<file path="config.mk">
export PLATFORM = sky130hd
export DESIGN_NAME = isr_push_ctrl
export DESIGN_NICKNAME = d
export VERILOG_FILES = /design/src/rtl/isr_push_ctrl.sv
export SDC_FILE = /design/constraint.sdc
export NUM_CORES = 1
export LEC_CHECK = 0
export ABC_AREA = 1
export BUFFER_PORTS_ARGS = -buffer_cell sky130_fd_sc_hd__buf_2
export CORE_ASPECT_RATIO = 0.7
export CORE_UTILIZATION = 28
export DETAILED_ROUTE_END_ITERATION = 16
export PLACE_DENSITY_LB_ADDON = 0.3
export SLEW_MARGIN = 25
export SYNTH_ARGS = -nofsm -noshare
export SYNTH_HDL_FRONTEND = slang
export SYNTH_SLANG_ARGS = --single-unit
</file>
<file path="constraint.sdc">
create_clock -name clk -period 1.4 [get_ports clk]
set_clock_uncertainty 0.05 [all_clocks]
set_input_delay 0.07 -clock clk [delete_from_list [all_inputs] [get_ports clk]]
set_output_delay 0.07 -clock clk [all_outputs]
set_load 0.02 [all_outputs]
</file>
<file path="src/rtl/isr_push_ctrl.sv">
// ISR push controller: IN autopush and explicit PUSH into the RX FIFO; optional drop counter under ISR_PUSH_DROP_CNT_EN.
// Strobes are same-cycle combinational; FIFO-full on autopush or blocking PUSH stalls the machine via WAIT_FULL.
module isr_push_ctrl (
   input  logic        clk,
   input  logic        reset,
   input  logic        penable,
   input  logic        in_req,
   input  logic        push_req,
   input  logic        push_iffull,
   input  logic        push_block,
   input  logic        autopush,
   input  logic [4:0]  thresh,
   input  logic [5:0]  shift_count,
   input  logic [31:0] push_dout,
   input  logic        fifo_full,
   output logic        isr_do_shift,
   output logic        isr_set,
   output logic [31:0] isr_din,
   output logic [5:0]  isr_bit_count,
   output logic        fifo_push,
   output logic [31:0] fifo_data,
   output logic        stall,
`ifdef ISR_PUSH_DROP_CNT_EN
   output logic [7:0]  drop_count,
`endif
   output logic        busy
);

   typedef enum logic {
      IDLE      = 1'b0,
      WAIT_FULL = 1'b1
   } state_t;

   state_t state;
   state_t state_nxt;

   logic [5:0] thr;
   logic       reach;
   logic       act;
   logic       push_ok;
   logic       auto_hit;
   logic       push_hit;
   logic       drop_evt;

   assign thr      = (thresh == 5'd0) ? 6'd32 : {1'b0, thresh};
   assign reach    = (shift_count >= thr);
   assign act      = penable && !reset;
   assign push_ok  = !push_iffull || reach;
   assign auto_hit = in_req && autopush && reach;
   assign push_hit = !in_req && push_req && push_ok;
   assign drop_evt = act && push_hit && fifo_full && !push_block;

   always_ff @(posedge clk) begin
      if (reset) begin
         state <= IDLE;
      end else begin
         state <= state_nxt;
      end
   end

   // Without penable the machine is frozen, so a pending WAIT_FULL persists.
   always_comb begin
      state_nxt = state;
      if (reset) begin
         state_nxt = IDLE;
      end else if (penable) begin
         state_nxt = IDLE;
         if (auto_hit && fifo_full) begin
            state_nxt = WAIT_FULL;
         end else if (push_hit && fifo_full && push_block) begin
            state_nxt = WAIT_FULL;
         end
      end
   end

   always_comb begin
      isr_do_shift = 1'b0;
      isr_set      = 1'b0;
      fifo_push    = 1'b0;
      stall        = 1'b0;
      if (reset) begin
         stall = 1'b0;
      end else if (!penable) begin
         stall = (state == WAIT_FULL);
      end else if (in_req) begin
         if (auto_hit && fifo_full) begin
            stall = 1'b1;
         end else begin
            isr_do_shift = 1'b1;
            fifo_push    = auto_hit;
            isr_set      = auto_hit;
         end
      end else if (push_hit) begin
         if (!fifo_full) begin
            fifo_push = 1'b1;
            isr_set   = 1'b1;
         end else if (push_block) begin
            stall = 1'b1;
         end else begin
            isr_set = 1'b1;
         end
      end
   end

   assign isr_din       = 32'd0;
   assign isr_bit_count = 6'd0;
   assign fifo_data     = reset ? 32'd0 : push_dout;
   assign busy          = (state == WAIT_FULL) && !reset;

`ifdef ISR_PUSH_DROP_CNT_EN
   always_ff @(posedge clk) begin
      if (reset) begin
         drop_count <= 8'd0;
      end else if (drop_evt && (drop_count != 8'hFF)) begin
         drop_count <= drop_count + 8'd1;
      end
   end
`else
   logic unused_drop;
   assign unused_drop = drop_evt & act;
`endif

endmodule

</file>
==> run summary, run 1 <==
The run finished, with violations left. The checks that failed: negative setup slack. state holds more flip-flops than any other register.

The final standard cell utilization of the core was 0.466; the routed wirelength normalized by instance count was 8.25 um. Summed over all nets, the half-perimeter wirelength after detailed placement is 1910 um. The first-pass GRT wire length was 3480 um.

STA puts the critical path data required time at 1280 ps. The tools report the sort of element at the start of the critical path as an input pin. At the worst endpoint, the arrival time is 1570 ps.

The final critical-path share of the clock period is 1.21, and the minimum setup slack after placement is -286 ps. The tools report the number of cells produced by synthesis as 172. Of all nets on the critical path, the largest fanout is 3. The pin count of the biggest net entering global routing was 21.

Setup repair after global routing could not meet its margin everywhere. The floorplan has 16 rows. The share of final-layout standard cells stronger than drive strength 1 is 0.424, and the weighted congestion reported at the end of routability-driven placement is 0.856. Measured in cells, the most critical reg-to-reg path has a length of 2. For the total number of vias, the log shows 1,060. The end point of the worst hold path is state. The critical path is of the input pin to output port type. 0 antenna diodes ended up in the layout. Post-detailed-route DRC marker count: 0. The run gives 0 as the final number of hold-violating endpoints. Worst reg2reg path startpoint: state.

The number of hold buffers added after CTS was 0. During I/O placement, the number of pins put on the boundary was 127. The clock-pin slew on the worst setup and hold paths was 0 ps; the cell area after placement was 1220 um2. The flip-flop count of the largest register, all copies and words added is 1, and the stage delay of the slowest cell on the critical path is 270 ps. The logs give 4 for the first-pass iteration count of the detailed router and 0 for the leftover overflow at the end of global routing.

The peak ir drop on the vdd network was 0.159 mV; the final setup slack of the worst path was -288 ps. After synthesis, the mean cell area works out to 5.17 um2. The count of state elements after synthesis was 1.

The height of the die is 49.2 um, and the cell depth of the worst min-delay path is 4. The area growth from synthesis to layout works out to 52.0%. The tools report the via count of the first global-routing pass as 866.

The clock insertion delay at the later pin of the skew report came out at 0 ps. The critical path goes through buf_6 -> nor3_4 -> nand3_2 -> ha_4 -> nand2_4 -> inv_4 -> a21oi_4 -> nand3_4 -> nand3_2 -> nand2_1 -> nand2_2 -> nand2_2 -> buf_6. The detailed router finished its first iteration with 11 violations. The path class of the lowest-slack min-delay path was input pin to flip-flop.

The floorplan step defined a die boundary enclosing 3410 um2. The largest individual stage delay along the critical path comes from the cell ha_4. Dividing the detail-routed via count by the number of cells gives 3.62. The tools report the total routing resource utilization after global routing as 0.116. Startpoint of the worst hold path: penable. For this run, the post-layout net count is 317. The run gives 2420 um as the final wirelength. In this run the standard cell core region covers 2900 um2. From left edge to right edge, the die measures 69.4 um. The initial antenna violation count came out at 0.

STA classifies the critical path endpoint as an output port. Buffers added to address setup during post-CTS repair amount to 0. The power density of the placed cells came out at 359 nW/um2. The sequential element share of the synthesized area came out at 0.0225.

Max-cap violations in this run came to 0. The count of buffers added on input and output ports is 88. The run gives 1350 um2 as the design area. Reg2reg setup slack: 760 ps. Synthesis instantiated 15 different standard cells from the library. The tools report the leakage component of the power as 1.02 nW. The critical register-to-register path endpoint is state. The worst path in the final design needs a cycle of 1690 ps, including I/O delays and setup.

The netlist area before placement is 890 um2. The largest registers in the layout are state x1. The number of antenna-violating nets in the routed design was 0.

The logs give 0 for the total of warnings raised by yosys and 0.306 for the effective utilization at floorplan. The total count of max-transition violations in the final report came out at 0. Static timing analysis puts the maximum clock frequency at 0.592 GHz. Setup violations remaining at the end of the flow were counted as 5.

Total power draw: 0.485 mW.
[worst max-delay path: cells and delay by family]
family	cells	cell delay, ps
compound gates	1	180
fa+ha+maj	1	270
buf+inv	3	270
simple gates	8	780
[placed cells by master (no fill, tap or decap), types with 4 or more instances in the layout]
master,instances
conb_1,38
inv_1,50
nand2_2,6
nor2_1,37
nand3_2,5
buf_2,82
nand2_1,14
buf_6,4
ha_1,5
buf_4,5
[routing by layer]
layer,vias up,GRT usage,share of wire
met5,-,0,0
li1,572,-,-
met2,49,0.254,0.57
met3,0,0.00620,0.063
met1,439,0.126,0.37
met4,0,0.00680,0
[logic make-up (layout without fill, tap and decap cells)]
family | count (synthesis) | in the layout | synth area share
AND/OR/NAND/NOR | 69 | 69 | 0.309
AO/OA/AOI/OAI | 1 | 1 | 0.00985
buffers and inverters | 94 | 142 | 0.570
flip-flops | 1 | 1 | 0.0225
adder cells (fa/ha/maj) | 6 | 6 | 0.0844
other | 1 | 38 | 0.00422
[repair_timing]
item                       4_1_cts  5_1_grt
setup endpoints to repair        5        5
gates cloned                     0        0
pin swaps                        4       13
resized for setup                9       23
[report_power, final]
part | switching [mW] | leakage (nW) | internal (mW) | total [mW]
registers | 0.000450 | 0.00811 | 0.0300 | 0.0304
clock network | 0 | 0 | 0 | 0
logic | 0.300 | 1.01 | 0.154 | 0.455
total | 0.301 | 1.02 | 0.184 | 0.485
[Yosys cell counts]
master / instances / area (um2)
a21oi_2: 1 / 8.76
ha_1: 6 / 75.1
buf_4: 38 / 285
conb_1: 1 / 3.75
nor3_1: 1 / 5.00
buf_2: 3 / 15.0
and3_1: 1 / 6.26
nor2_1: 38 / 143
dfxtp_1: 1 / 20.0
nand3_1: 7 / 35.0
nand2_1: 21 / 78.8
inv_1: 51 / 191
clkbuf_1: 1 / 3.75
nand3b_1: 1 / 7.51
buf_6: 1 / 11.3
[how the worst max path moves through the flow]
stage	from	endpoint	slack, ps	cells after the start
2_1_floorplan	thresh[0]	fifo_push	-70	11
5_1_grt	thresh[1]	isr_set	-390	13
3_5_place_dp	thresh[0]	stall	-290	13
4_1_cts	thresh[0]	stall	-230	13
3_3_place_gp	thresh[0]	stall	-240	13
6_report	thresh[1]	stall	-290	13
[through the flow]
stage	instances	TNS [ps]	hold slack, ps
detailed placement	293	-1170	331
CTS	293	-905	337
global route	293	-1750	396
finish	293	-1270	361
global placement	293	-955	345
floorplan	209	-136	205
[final cells by class]
class	instances	area (um2)
fill	333	1550
multi-input combinational	114	601
timing repair buffer	91	493
inverter	51	194
tap	36	45.0
sequential	1	20.0
No activity file was read; power rests on OpenSTA's default activity.
==> run 2: changes to the inputs <==
--- a/config.mk
+++ b/config.mk
@@ -11,6 +11,7 @@
 export CORE_UTILIZATION = 28
 export DETAILED_ROUTE_END_ITERATION = 16
 export PLACE_DENSITY_LB_ADDON = 0.3
+export RECOVER_POWER = 100
 export SLEW_MARGIN = 25
 export SYNTH_ARGS = -nofsm -noshare
 export SYNTH_HDL_FRONTEND = slang
==> run summary, run 2 (synthesis gave the netlist of run 1 again) <==
The run finished, with violations left. The checks that failed: negative setup slack. The max-capacitance violation count is 0, and the clock network power share is 0. During I/O placement, the number of pins put on the boundary was 127. The die covers 3410 um2.

The logs give 350 for the count of filler cells inserted in the layout and 0.593 GHz for the maximum operating frequency. The effective utilization at floorplan was 0.306. The logs give 0 for the total count of max-transition violations in the final report and 0.452 for the final standard cell utilization of the core. In the detailed route, the total length drawn on met2 is 1400 um. The final number of hold-violating endpoints came out at 0. The flip-flop count of the largest register, all copies and words added works out to 1. The later pin in the worst-skew pair is clocked with a latency of 0 ps. Setup violations remaining at the end of the flow were counted as 5.

In the final routing, the length of wire on met1 measures 907 um. For the net switching power, the log shows 0.303 mW. For the net count of the finished layout, the log shows 317. For the post-detailed-route DRC marker count, the log shows 0.

Setup repair after global routing could not meet its margin everywhere. After detailed placement, the total cell area comes to 1220 um2. The leftover overflow at the end of global routing was 0; the share of final-layout standard cells stronger than drive strength 1 was 0.304. The height of the die is 49.2 um. STA classifies the critical path startpoint as an input pin.

The most common library cell in the layout ignoring fill and taps was buf_2. The uppermost layer routed is met3. After detailed routing, the total wire length is 2470 um.

Required time at the endpoint of the critical path: 1280 ps. The run gives 5 as the first-pass iteration count of the detailed router. The port buffer count came out at 88. The data arrival at the endpoint of the critical path was 1570 ps; the post-CTS setup buffer count was 0. Antenna diode count: 0. Power density of the placed cells: 361 nW/um2.

Wire segments on met3 add up to 163 um in the final route. The minimum setup slack after placement was -286 ps. The type of the worst setup path is input pin to output port. The tools report the area inside the core boundary as 2900 um2. The largest registers in the layout are state x1.

Final critical-path share of the clock period: 1.21. The power share of the sequential group is 0.064. Dividing the detail-routed wire length by the instance count gives 8.42 um. Compared with the post-synthesis result, the final layout area differs by 47.4%. The pin count of the biggest net entering global routing was 21; the width of the die was 69.4 um. In this run the core area contains 16 standard-cell rows. In this run, the number of DRC markers left after iteration 0 of detailed routing was 12.

After detailed routing, the number of vias per cell comes to 3.63. The clock period minus worst slack was 1690 ps. Clock-pin slew on the worst setup and hold paths: 0 ps. Leaving out fill and tap cells, the most frequent cells in the layout are buf_2 (51), inv_1 (50), conb_1 (38), nor2_1 (37), clkbuf_1 (31). For the placed wire-length estimate after detailed placement, the log shows 1910 um. The total routing resource utilization after global routing is 0.116, and the total number of vias is 1,065. The logs give 0 for the initial antenna violation count and 1310 um2 for the design area.

In this run the static leakage power is 0.908 nW. For the total power draw, the log shows 0.474 mW. Switching part of the total power: 0.640.

At the end of routability-driven placement, the weighted congestion stood at 0.856. The detail route stage leaves a number of antenna-violating nets equal to 0. The first global-routing pass estimated 3480 um of wire.

The final setup slack of the worst path came out at -287 ps. The via count of the first global-routing pass is 866. The sort of element at the end of the critical path is an output port. The path class of the lowest-slack min-delay path was input pin to flip-flop. The portion of total power attributed to combinational logic is 0.936, and the peak ir drop on the vdd network is 0.163 mV. Internal power comes to 0.171 mW.

The largest driver fanout on the critical path came out at 3. The register name with the most flops is state.
run 2: path summary, 6_finish.rpt:
path,start,to,slack (ps),cells past startpoint
max reg2reg,state,state,760,2
min reg2reg,state,state,470,2
max,thresh[1],stall,-290,13
min,penable,state,360,4
run 2: routing by layer:
layer | up-vias | global-route usage
met5 | - | 0
met4 | 0 | 0.00680
met3 | 0 | 0.00620
met2 | 51 | 0.254
met1 | 442 | 0.126
li1 | 572 | -
run 2: area by class of cell:
type	count	area, um2	share of cell area
multi-input cells	114	601	0.458
repair buffers	91	452	0.344
inverters	51	194	0.148
well taps	36	45.0	0.0344
flip-flops and latches	1	20.0	0.0153
run 2: what timing repair did:
action                                  4_1_cts  5_1_grt
gates cloned                                  0        0
pin swaps                                     4       13
hold buffers                                  0        0
resized for setup                             9       23
endpoints found under the setup margin        5        5
run 2: stage by stage:
step / setup TNS (ps) / hold slack, ps / instances
floorplan: -136 / 205 / 209
global placement: -955 / 345 / 293
detailed placement: -1170 / 331 / 293
CTS: -905 / 337 / 293
global route: -1750 / 396 / 293
finish: -1260 / 360 / 293
run 2: power groups by stage:
| stage | Sequential, mW | Clock [mW] | Combinational [mW] |
|---|---|---|---|
| floorplan | 0.0303 | 0 | 0.351 |
| global placement | 0.0304 | 0 | 0.403 |
| detailed placement | 0.0304 | 0 | 0.404 |
| CTS | 0.0304 | 0 | 0.415 |
| global route | 0.0304 | 0 | 0.486 |
| finish | 0.0304 | 0 | 0.443 |
run 2: worst max-delay path: stages:
cell	delay (ps)
buf_6	100
nor3_4	190
nand3_2	120
ha_4	270
nand2_4	90
inv_4	40
a21oi_4	180
nand3_4	110
nand3_2	80
nand2_1	60
nand2_2	70
nand2_2	60
buf_6	130
